==> src/rtl/note_sequencer.sv <==
`timescale 1ns/1ps
// note_sequencer: tempo-driven playback controller between the song RAM and
// the playfield datapath. Steps through note words at one of eight tempos,
// offers each note on a valid/ready handshake and flags beat overruns.
// Optional build macro: NOTE_SEQ_LOOP_EN -- end of song restarts playback at
// address 0 instead of parking in DONE.
//
// Handshake: a note transfers on every cycle where note_valid_o && note_ready_i.
// note_valid_o is registered, note_data_o is held stable while it is high, and
// it only drops after a transfer, a stop or a reset.
module note_sequencer #(
  parameter int unsigned CYC_PER_SEC = 50_000_000,
  parameter int unsigned ADDR_W      = 6
) (
  input  logic              clk,
  input  logic              rst,
  input  logic              start_i,
  input  logic              stop_i,
  input  logic              pause_i,
  input  logic [2:0]        speed_i,
  output logic [ADDR_W-1:0] mem_addr_o,
  output logic              mem_rd_en_o,
  input  logic [31:0]       mem_rdata_i,
  output logic [31:0]       note_data_o,
  output logic              note_valid_o,
  input  logic              note_ready_i,
  output logic              beat_tick_o,
  output logic              busy_o,
  output logic              done_o,
  output logic              overrun_o,
  output logic [2:0]        state_o
);

  // Cycles per beat for a tempo select, rounded to nearest, 64-bit math.
  function automatic logic [63:0] beat_period(input int unsigned sel);
    logic [63:0] bpm;
    case (sel)
      0:       bpm = 64'd40;
      1:       bpm = 64'd60;
      2:       bpm = 64'd80;
      3:       bpm = 64'd100;
      4:       bpm = 64'd120;
      5:       bpm = 64'd140;
      6:       bpm = 64'd180;
      default: bpm = 64'd220;
    endcase
    return (64'(CYC_PER_SEC) * 64'd60 + bpm / 64'd2) / bpm;
  endfunction

  // The slowest tempo has the longest period and sets the counter width.
  localparam logic [63:0] P0    = beat_period(0);
  localparam int          CNT_W = (P0 > 64'd1) ? int'($clog2(P0)) : 1;

  localparam logic [CNT_W-1:0] RL0 = CNT_W'(beat_period(0) - 64'd1);
  localparam logic [CNT_W-1:0] RL1 = CNT_W'(beat_period(1) - 64'd1);
  localparam logic [CNT_W-1:0] RL2 = CNT_W'(beat_period(2) - 64'd1);
  localparam logic [CNT_W-1:0] RL3 = CNT_W'(beat_period(3) - 64'd1);
  localparam logic [CNT_W-1:0] RL4 = CNT_W'(beat_period(4) - 64'd1);
  localparam logic [CNT_W-1:0] RL5 = CNT_W'(beat_period(5) - 64'd1);
  localparam logic [CNT_W-1:0] RL6 = CNT_W'(beat_period(6) - 64'd1);
  localparam logic [CNT_W-1:0] RL7 = CNT_W'(beat_period(7) - 64'd1);

  localparam logic [ADDR_W-1:0] ADDR_LAST = '1;

  typedef enum logic [2:0] {
    S_IDLE  = 3'd0,
    S_FETCH = 3'd1,
    S_WAIT  = 3'd2,
    S_HOLD  = 3'd3,
    S_OFFER = 3'd4,
    S_DONE  = 3'd5
  } state_t;

  // End of song is not a resting state: it resolves straight into the
  // next fetch (looping build) or into DONE.
`ifdef NOTE_SEQ_LOOP_EN
  localparam state_t END_STATE = S_FETCH;
`else
  localparam state_t END_STATE = S_DONE;
`endif

  state_t             state_q, state_d;
  logic [ADDR_W-1:0]  addr_q, addr_d;
  logic [31:0]        note_q, note_d;
  logic               ovr_q, ovr_d;
  logic [CNT_W-1:0]   cnt_q, cnt_d;
  logic               rd_en_q, valid_q, busy_q, done_q;
  logic [CNT_W-1:0]   reload;
  logic               tick;

  // Reload value for the currently selected tempo; sampled only at load time.
  always_comb begin
    case (speed_i)
      3'd0:    reload = RL0;
      3'd1:    reload = RL1;
      3'd2:    reload = RL2;
      3'd3:    reload = RL3;
      3'd4:    reload = RL4;
      3'd5:    reload = RL5;
      3'd6:    reload = RL6;
      default: reload = RL7;
    endcase
  end

  assign tick = busy_q && !pause_i && (cnt_q == '0);

  // Next-state logic: beat counter, playback FSM, overrun flag; stop wins.
  always_comb begin
    state_d = state_q;
    addr_d  = addr_q;
    note_d  = note_q;
    ovr_d   = ovr_q;
    cnt_d   = cnt_q;

    if (busy_q && !pause_i) begin
      cnt_d = tick ? reload : cnt_q - CNT_W'(1);
    end

    case (state_q)
      S_IDLE, S_DONE: begin
        if (start_i) begin
          addr_d  = '0;
          ovr_d   = 1'b0;
          cnt_d   = reload;
          state_d = S_FETCH;
        end
      end
      S_FETCH: state_d = S_WAIT;
      S_WAIT: begin
        note_d = mem_rdata_i;
        if (mem_rdata_i == 32'h0) begin
          addr_d  = '0;
          state_d = END_STATE;
        end else begin
          state_d = S_HOLD;
        end
      end
      S_HOLD: begin
        if (tick) state_d = S_OFFER;
      end
      S_OFFER: begin
        if (note_ready_i) begin
          if (addr_q == ADDR_LAST) begin
            addr_d  = '0;
            state_d = END_STATE;
          end else begin
            addr_d  = addr_q + ADDR_W'(1);
            state_d = S_FETCH;
          end
        end else if (tick) begin
          // Beat arrived with the note still pending: flag it, keep offering.
          ovr_d = 1'b1;
        end
      end
      default: state_d = S_IDLE;
    endcase

    if (stop_i) begin
      state_d = S_IDLE;
      addr_d  = '0;
      note_d  = '0;
      ovr_d   = ovr_q;
      cnt_d   = cnt_q;
    end
  end

  // State and registered outputs, all decoded from the next state.
  always_ff @(posedge clk or posedge rst) begin
    if (rst) begin
      state_q <= S_IDLE;
      addr_q  <= '0;
      note_q  <= '0;
      ovr_q   <= 1'b0;
      cnt_q   <= '0;
      rd_en_q <= 1'b0;
      valid_q <= 1'b0;
      busy_q  <= 1'b0;
      done_q  <= 1'b0;
    end else begin
      state_q <= state_d;
      addr_q  <= addr_d;
      note_q  <= note_d;
      ovr_q   <= ovr_d;
      cnt_q   <= cnt_d;
      rd_en_q <= (state_d == S_FETCH);
      valid_q <= (state_d == S_OFFER);
      busy_q  <= !((state_d == S_IDLE) || (state_d == S_DONE));
      done_q  <= (state_d == S_DONE);
    end
  end

  assign mem_addr_o   = addr_q;
  assign mem_rd_en_o  = rd_en_q;
  assign note_data_o  = note_q;
  assign note_valid_o = valid_q;
  assign beat_tick_o  = tick;
  assign busy_o       = busy_q;
  assign done_o       = done_q;
  assign overrun_o    = ovr_q;
  assign state_o      = state_q;

endmodule

==> config.mk <==
export PLATFORM = sky130hd
export DESIGN_NAME = note_sequencer
export DESIGN_NICKNAME = d
export VERILOG_FILES = /design/src/rtl/note_sequencer.sv
export SDC_FILE = /design/constraint.sdc
export NUM_CORES = 1
export LEC_CHECK = 0
export CAP_MARGIN = 30
export CORE_MARGIN = 5
export CORE_UTILIZATION = 52
export DETAILED_ROUTE_END_ITERATION = 7
export PLACE_DENSITY = 0.81
export SLEW_MARGIN = 10
export SYNTH_ARGS = -nofsm -noshare
export SYNTH_HDL_FRONTEND = slang
export SYNTH_SLANG_ARGS = --single-unit
==> constraint.sdc <==
create_clock -name clk -period 2.9 [get_ports clk]
set_input_delay 0.29 -clock clk [delete_from_list [all_inputs] [get_ports clk]]
set_output_delay 0.29 -clock clk [all_outputs]
set_load 0.01 [all_outputs]
* Word level (Yosys, flattened, before mapping)
Cells that the tools add are included.
** Word-level totals
- Register bits :: 73
- Input port bits :: 41
- Output and inout bits :: 47
** Operators by class
- Add/subtract/negate cells :: 2
- Equal/unequal tests :: 21
- Mux-type cells :: 24
- Bitwise gates (word level) :: 1
- Reductions and logical operators :: 16
** Operator list (number)
- 27-bit case mux with 7 select lines :: 1
- 27-bit 2-to-1 mux :: 4
- 32-bit 2-to-1 mux :: 2
- 32-bit logical NOT :: 1
- 6-bit 2-to-1 mux :: 5
- 27-bit logical NOT :: 1
- 27-bit by 1-bit subtractor with 27-bit output, second input constant :: 1
- 3-bit == test, second input constant :: 7
- 3-bit 2-to-1 mux :: 6
- 6-bit case mux with 3 select lines :: 1
- 3-bit case mux with 5 select lines :: 1
- 3-bit by 2-bit == test with 1-bit output, second input constant :: 4
- 3-bit by 1-bit == test with 1-bit output, second input constant :: 3
- 3-bit logical NOT :: 3
- 3-bit inequality test, second input constant :: 3
- 6-bit by 1-bit adder with 6-bit output, second input constant :: 1
- 6-bit == test, second input constant :: 1
- 2-bit inequality test, second input constant :: 3
- 5-bit AND reduction :: 1
- 4-bit AND reduction :: 1
- 2-bit nonzero test :: 2
- 4-bit nonzero test :: 1
- 1-bit 2-to-1 mux :: 3
- 1-bit logical AND :: 2
- other kinds (5) :: 6

* Longest topological paths before layout
Gate-level depths: netlist of run 1.
- Word-level depth :: 9
- Gate-level depth with buffers :: 10

* Worst setup path before layout of run 1
Ideal clock, no wire load.
- Path type :: flip-flop to flip-flop
- From :: register cnt_q[17]
- To :: register cnt_q[9]
- Setup time :: 121 ps
- Data arrival time :: 2240 ps
- Setup slack :: 539 ps
- Cell stages (with the launch flop) :: 8
- Path buffers :: 2
- Cells stage by stage :: dfrtp_1 > or4_1 > or2_0 > buf_6 > o41ai_4 > buf_6 > a22oi_1 > o22a_1
** Between the ends
- Word-level cells in the longest chain between the ends :: 6
** Ends and longest elaborated chain
- start: declaration :: RTL line 86 : logic [CNT_W-1:0] cnt_q, cnt_d;
- start signal: assignment :: RTL line 184 : cnt_q <= cnt_d;
- 27-bit logical NOT (*) :: RTL line 105 : assign tick = busy_q && !pause_i && (cnt_q == '0);
- 1-bit logical AND (*) :: RTL line 105
- 27-bit 2-to-1 mux (*) :: RTL line 116 : cnt_d = tick ? reload : cnt_q - CNT_W'(1);
- 27-bit 2-to-1 mux (*) :: RTL line 115 : if (busy_q && !pause_i) begin
- 27-bit 2-to-1 mux :: RTL line 121 : if (start_i) begin
- 27-bit 2-to-1 mux (*) :: RTL line 119 : case (state_q)
Mark *: on every way between the ends. The rest lies on a longest branch, timed or not.
A chain may end at the register's enable or synchronous reset.

* Final worst setup path of run 1
- From :: register cnt_q[17]
- To :: output beat_tick_o
** Between the ends
- Word-level cells in the longest chain between the ends :: 2
** Ends and longest elaborated chain
- 27-bit logical NOT :: RTL line 105
- 1-bit logical AND :: RTL line 105
- end: declaration :: RTL line 27 : output logic beat_tick_o,
No other way between the ends.

==> results by group, run 1 <==
Global route
  – GRT Overall Usage: 0.240
  – Antenna violations before repair: 0
  – First-pass GRT wire length: 19,500 um
  – Largest net degree at the start of global routing: 74
  – Vias in the first global route: 4,000
  – GR Overflow Total: 0

Clock tree
  – Post-CTS Setup Bufs: 0
  – H-tree level count: 3
  – Clock transition at the registers of the reported paths: 80 ps
  – Clock Sink Count: 73
  – Worst-Skew Late Latency: 350 ps
  – CTS Buf Count: 9
  – CTS tree: yes
  – Deepest clock path buffer count: 2
  – Root Buffer: clkbuf_8

Timing
  – Fmax: 0.381 GHz
  – Period minus WS final: 2630 ps
  – Hold Fails Final Rpt: 0
  – Setup Viol. Count Final: 0
  – Least-Margin Pin Slew: 675 ps
  – Setup_tns: 0 ps
  – Setup Skew: 9.78 ps
  – Normalized max-slew margin: 0.546
  – RSZ-0062 raised after global routing: no
  – Final max-slew violation count: 0
  – Fin crit share: 0.905

Floorplan
  – Rows: 33
  – Core ar.: 8090 sq um
  – Die height: 101 um
  – Die Wd: 101 um
  – Initial Util: 0.527
  – Num ports: 88
  – Die ar.: 10,100 sq um

Synthesis
  – Yosys warning count: 0
  – Largest area contributor in the synthesized netlist: dfrtp_1
  – Top_reg_cell synth: dfrtp_1
  – Post-synthesis cell area: 4270 sq um
  – Asr flop ratio synth: 1.00
  – Yosys reg bits: 73
  – Post-Syn Nets: 560
  – Synth cell types: 67
  – Register area share after synthesis: 0.428
  – Top-area cell type share of the netlist area: 0.428
  – Mean Syn Cell Area: 8.27 sq um
  – EDFF count, synth: 0
  – Cells after Synth: 516
  – Synth area leaders: dfrtp_1 (43%), a21oi_1 (7.7%), nand2_1 (7.3%), nor2_1 (4.0%), o21ai_0 (3.2%)

Detailed routing
  – DRT Wirelength: 11,600 um
  – First drt pass iteration count: 6
  – Initial drt markers: 323
  – Detailed-route DRC error count: 0
  – Via density: 5.97
  – DR vias: 4,201
  – Post-DRT Antenna Nets: 0
  – Routed wire per std cell: 16.4 um

Power and ir drop
  – Peak supply drop: 241 uV
  – Pwr/cell area: 488 nW/um^2
  – LEAKAGE: 0.00213 uW

Worst setup path
  – Crit start category: register
  – CP max FO: 5
  – Worst setup EP type: primary output
  – CP Launch Point: cnt_q[17]
  – Critical Path AT: 2340 ps
  – Reg2reg setup slack: 400 ps
  – Worst r2r src: cnt_q[0]
  – WP data required: 2610 ps
  – Setup Crit Path Kind: reg -> out
  – R2R Path End: cnt_q[23]
  – Worst reg2reg path depth: 8
  – Crit path capture: beat_tick_o

Final layout
  – Final Non-Filler Cells: 704
  – Share of layout cells above drive strength 1: 0.0785
  – # diodes: 0
  – Commonest non-fill, non-tap cell in the layout: clkdlybuf4s50_1
  – Commonest non-fill, non-tap cells in the layout: clkdlybuf4s50_1 (85), nand2_1 (83), dfrtp_1 (73), a21oi_1 (66), nor2_1 (46)
  – Number of nets in the layout: 638
  – P&R area growth vs syn: 26.3%

Place
  – Routability Congestion: 0.927
  – Detail Placement HPWL: 8200 um
  – Buffers on Ports: 87
  – Cells after DPL: 688

Worst hold path
  – Hold crit path type: in -> async

Job
  – Max Cap Viol: 0

Run status
  – Status: finished clean
[cell families (layout without fill, tap and decap cells)]
group,count (synthesis),in the layout,synth area share
compound gates,158,158,0.224
xor+xnor,3,3,0.00616
fa+ha+maj,3,3,0.00880
buf+inv,44,127,0.0549
flops,73,73,0.428
mux,2,2,0.00499
simple gates,233,233,0.273
[power by group]
part / total [uW] / switching, uW / internal (uW)
registers: 1240 / 115 / 1130
logic: 602 / 325 / 277
clock network: 785 / 388 / 397
[worst max-delay path, stage by stage (launching register included)]
cell and delay [ps]:
dfrtp_1 420, or4_1 560, or2_1 340, nor4_4 350, dlygate4sd2_1 320
[worst min path at each step]
| stage | to | slack (ps) |
|---|---|---|
| final | note_data_o[0] | 320 |
| after global routing | note_data_o[7] | 350 |
| after CTS | note_data_o[0] | 350 |
| after detailed placement | note_data_o[29] | 510 |
| after global placement | cnt_q[16] | 500 |
| after floorplan | note_data_o[0] | 420 |
[cells in the mapped netlist (4+ instances only)]
library cell,n
clkbuf_1,23
nor2_1,46
o21ai_0,27
inv_1,9
o21ai_1,14
a31oi_1,12
nor3_1,20
buf_6,5
nand4_1,10
nor2b_1,10
nand3_1,9
nor4_1,15
dfrtp_1,73
a21oi_1,66
nand2_1,83
a41oi_1,4
o22ai_1,4
nand2b_1,11
[flip-flops by register name, indices dropped and copies added (netlist names)]
register	flops
busy_o	1
cnt_q	27
done_o	1
mem_addr_o	6
mem_rd_en_o	1
note_data_o	32
note_valid_o	1
overrun_o	1
state_o	3
[metal layers]
layer / vias to the layer above / wire, um / track usage
met3: 24 / 1010 / 0.0685
met2: 173 / 5380 / 0.365
met4: 0 / 174 / 0.0922
met1: 1985 / 4990 / 0.324
li1: 2019 / - / -
met5: - / 0 / 0
[layout make-up]
cell class              count  area (sq um)
clock inverters             5          56.3
flip-flops and latches     73          1830
inverters                   9          33.8
fillers                   707          2710
clock buffers              11           131
multi-input cells         399          2200
repair buffers            102          1000
well taps                 105           131
[per-stage QoR]
step                      area [sq um]  hold slack, ps  worst slack (ps)  power [uW]  utilization
after global routing              5390             348               152        2770        0.666
after floorplan                   4270             421               539        1620            -
after CTS                         5390             350               256        2640        0.666
after global placement            5200             501               321        1830        0.643
after detailed placement          5200             514               278        1860        0.643
final                             5390             322               274        2630        0.666
[timing repair]
item	4_1_cts	5_1_grt
resized for setup	2	0
endpoints found under the setup margin	1	0
hold buffers	0	0
endpoints found under the hold margin	0	0
Power figures use the tool's default switching activity.
==> inputs of run 2 (changes only) <==
Settings changed: SETUP_SLACK_MARGIN from default to 0.1.
==> results of run 2 <==
Final layout, timing and power as in run 1 (identical DEF).
==> inputs of run 3 (changes only) <==
Settings changed: REMOVE_ABC_BUFFERS from default to 1.
==> results by group, run 3 (synthesized netlist as in run 1, its figures left out) <==
Power and ir drop
  – Pwr/cell area: 486 nW/um^2
  – LEAKAGE: 0.00217 uW
  – Switching Share: 0.320
  – Net switching power: 847 uW
  – Register share of total power: 0.473
  – Clock power share: 0.297
  – Peak supply drop: 333 uV
  – Int Pwr: 1800 uW
  – Pwr Total: 2650 uW
  – Comb pwr share: 0.230

Final layout
  – Final Non-Filler Cells: 707
  – Number of nets in the layout: 642
  – P&R area growth vs syn: 27.8%
  – Max FFs per register: 32
  – Commonest non-fill, non-tap cells in the layout: clkdlybuf4s50_1 (85), nand2_1 (83), dfrtp_1 (73), a21oi_1 (66), nor2_1 (46)
  – Fillers: 665
  – Commonest non-fill, non-tap cell in the layout: clkdlybuf4s50_1
  – Share of layout cells above drive strength 1: 0.0897
  – # diodes: 0

Timing
  – Least-Margin Pin Slew: 631 ps
  – Fmax: 0.398 GHz
  – Setup Skew: 10.6 ps
  – WHS: 325 ps
  – Post-route setup slack: 389 ps
  – Setup Viol. Count Final: 0
  – RSZ-0062 raised after global routing: no
  – Period minus WS final: 2510 ps
  – Normalized max-slew margin: 0.578
  – Fin crit share: 0.866
  – Hold Fails Final Rpt: 0
  – Final max-slew violation count: 0
  – Setup_tns: 0 ps

Global route
  – Vias in the first global route: 3,957
  – GR Overflow Total: 0
  – First-pass GRT wire length: 19,500 um
  – GRT Overall Usage: 0.240
  – Antenna violations before repair: 0
  – Largest net degree at the start of global routing: 52

Detailed routing
  – First drt pass iteration count: 5
  – Routed wire per std cell: 16.6 um
  – DR vias: 4,228
  – DRT Wirelength: 11,700 um
  – Post-DRT Antenna Nets: 0
  – Detailed-route DRC error count: 0
  – Initial drt markers: 452
  – Via density: 5.98

Floorplan
  – Die ar.: 10,100 sq um
  – Die Wd: 101 um
  – Rows: 33
  – Initial Util: 0.527
  – Core ar.: 8090 sq um
  – Die height: 101 um
  – Num ports: 88

Clock tree
  – Deepest clock path buffer count: 2
  – Clock Sink Count: 73
  – Worst-Skew Late Latency: 350 ps
  – Clock transition at the registers of the reported paths: 80 ps
  – CTS tree: yes
  – H-tree level count: 3
  – Root Buffer: clkbuf_8
  – CTS Buf Count: 9
  – Hold Buf Count CTS: 0

Worst setup path
  – Worst setup EP type: register
  – CP max FO: 16
  – Setup Crit Path Kind: reg -> reg
  – WP data required: 3110 ps
  – Critical Path AT: 2720 ps
  – Crit start category: register

Place
  – Detail Placement HPWL: 8390 um
  – Setup WS pre-CTS: 144 ps
  – Cells after DPL: 690
  – Routability Congestion: 0.968
  – Buffers on Ports: 87

Job
  – Max Cap Viol: 0

Run status
  – Status: finished clean

Worst hold path
  – Hold crit path type: in -> async
run 3: through the flow:
stage / utilization / instance area [sq um]
floorplan: - / 4070
global placement: 0.644 / 5220
detailed placement: 0.644 / 5220
CTS: 0.670 / 5430
global route: 0.673 / 5450
finish: 0.673 / 5450
run 3: power groups by stage:
stage	clock, uW	combinational (uW)	sequential (uW)
final	787	610	1250
after floorplan	0	325	1250
after detailed placement	0	600	1260
after global placement	0	582	1250
after CTS	799	604	1240
after global routing	851	671	1270
run 3: critical path: stages (launching register included):
cell and delay (ps):
dfrtp_1 430, or4_1 600, nor2_1 320, a41oi_1 180, buf_4 220, a2111oi_0 500
nor3_1 130
run 3: worst paths after layout:
check                                 from              end  slack (ps)  cells past startpoint
max in group asynchronous              rst   note_data_o[6]        1900                      3
min reg2reg                note_data_o[21]  note_data_o[21]         530                      2
min in group clk                    stop_i    mem_addr_o[4]         450                      4
min                                    rst  note_data_o[11]         330                      2
max                              cnt_q[17]        cnt_q[23]         390                      6
max reg2reg                      cnt_q[17]        cnt_q[23]         390                      6
run 3: final cells by class:
class	instances	area (sq um)	area share
clock inverters	6	68.8	0.0126
inverters	9	33.8	0.00620
flip-flops and latches	73	1830	0.335
repair buffers	106	1040	0.190
well taps	105	131	0.0241
multi-input cells	399	2230	0.409
clock buffers	9	124	0.0227
run 3: timing repair:
| action | CTS | global route |
|---|---|---|
| gates resized for setup | 2 | 4 |
| endpoints found under the setup margin | 1 | 1 |
| pin swaps | 2 | 0 |
| setup buffers | 2 | 0 |
run 3: routing by layer:
layer / track usage / share of wire / up-vias
met1: 0.319 / 0.42 / 2019
met2: 0.402 / 0.50 / 176
met3: 0.0457 / 0.065 / 13
li1: - / - / 2020
met4: 0.0663 / 0.015 / 0
met5: 0 / 0 / -
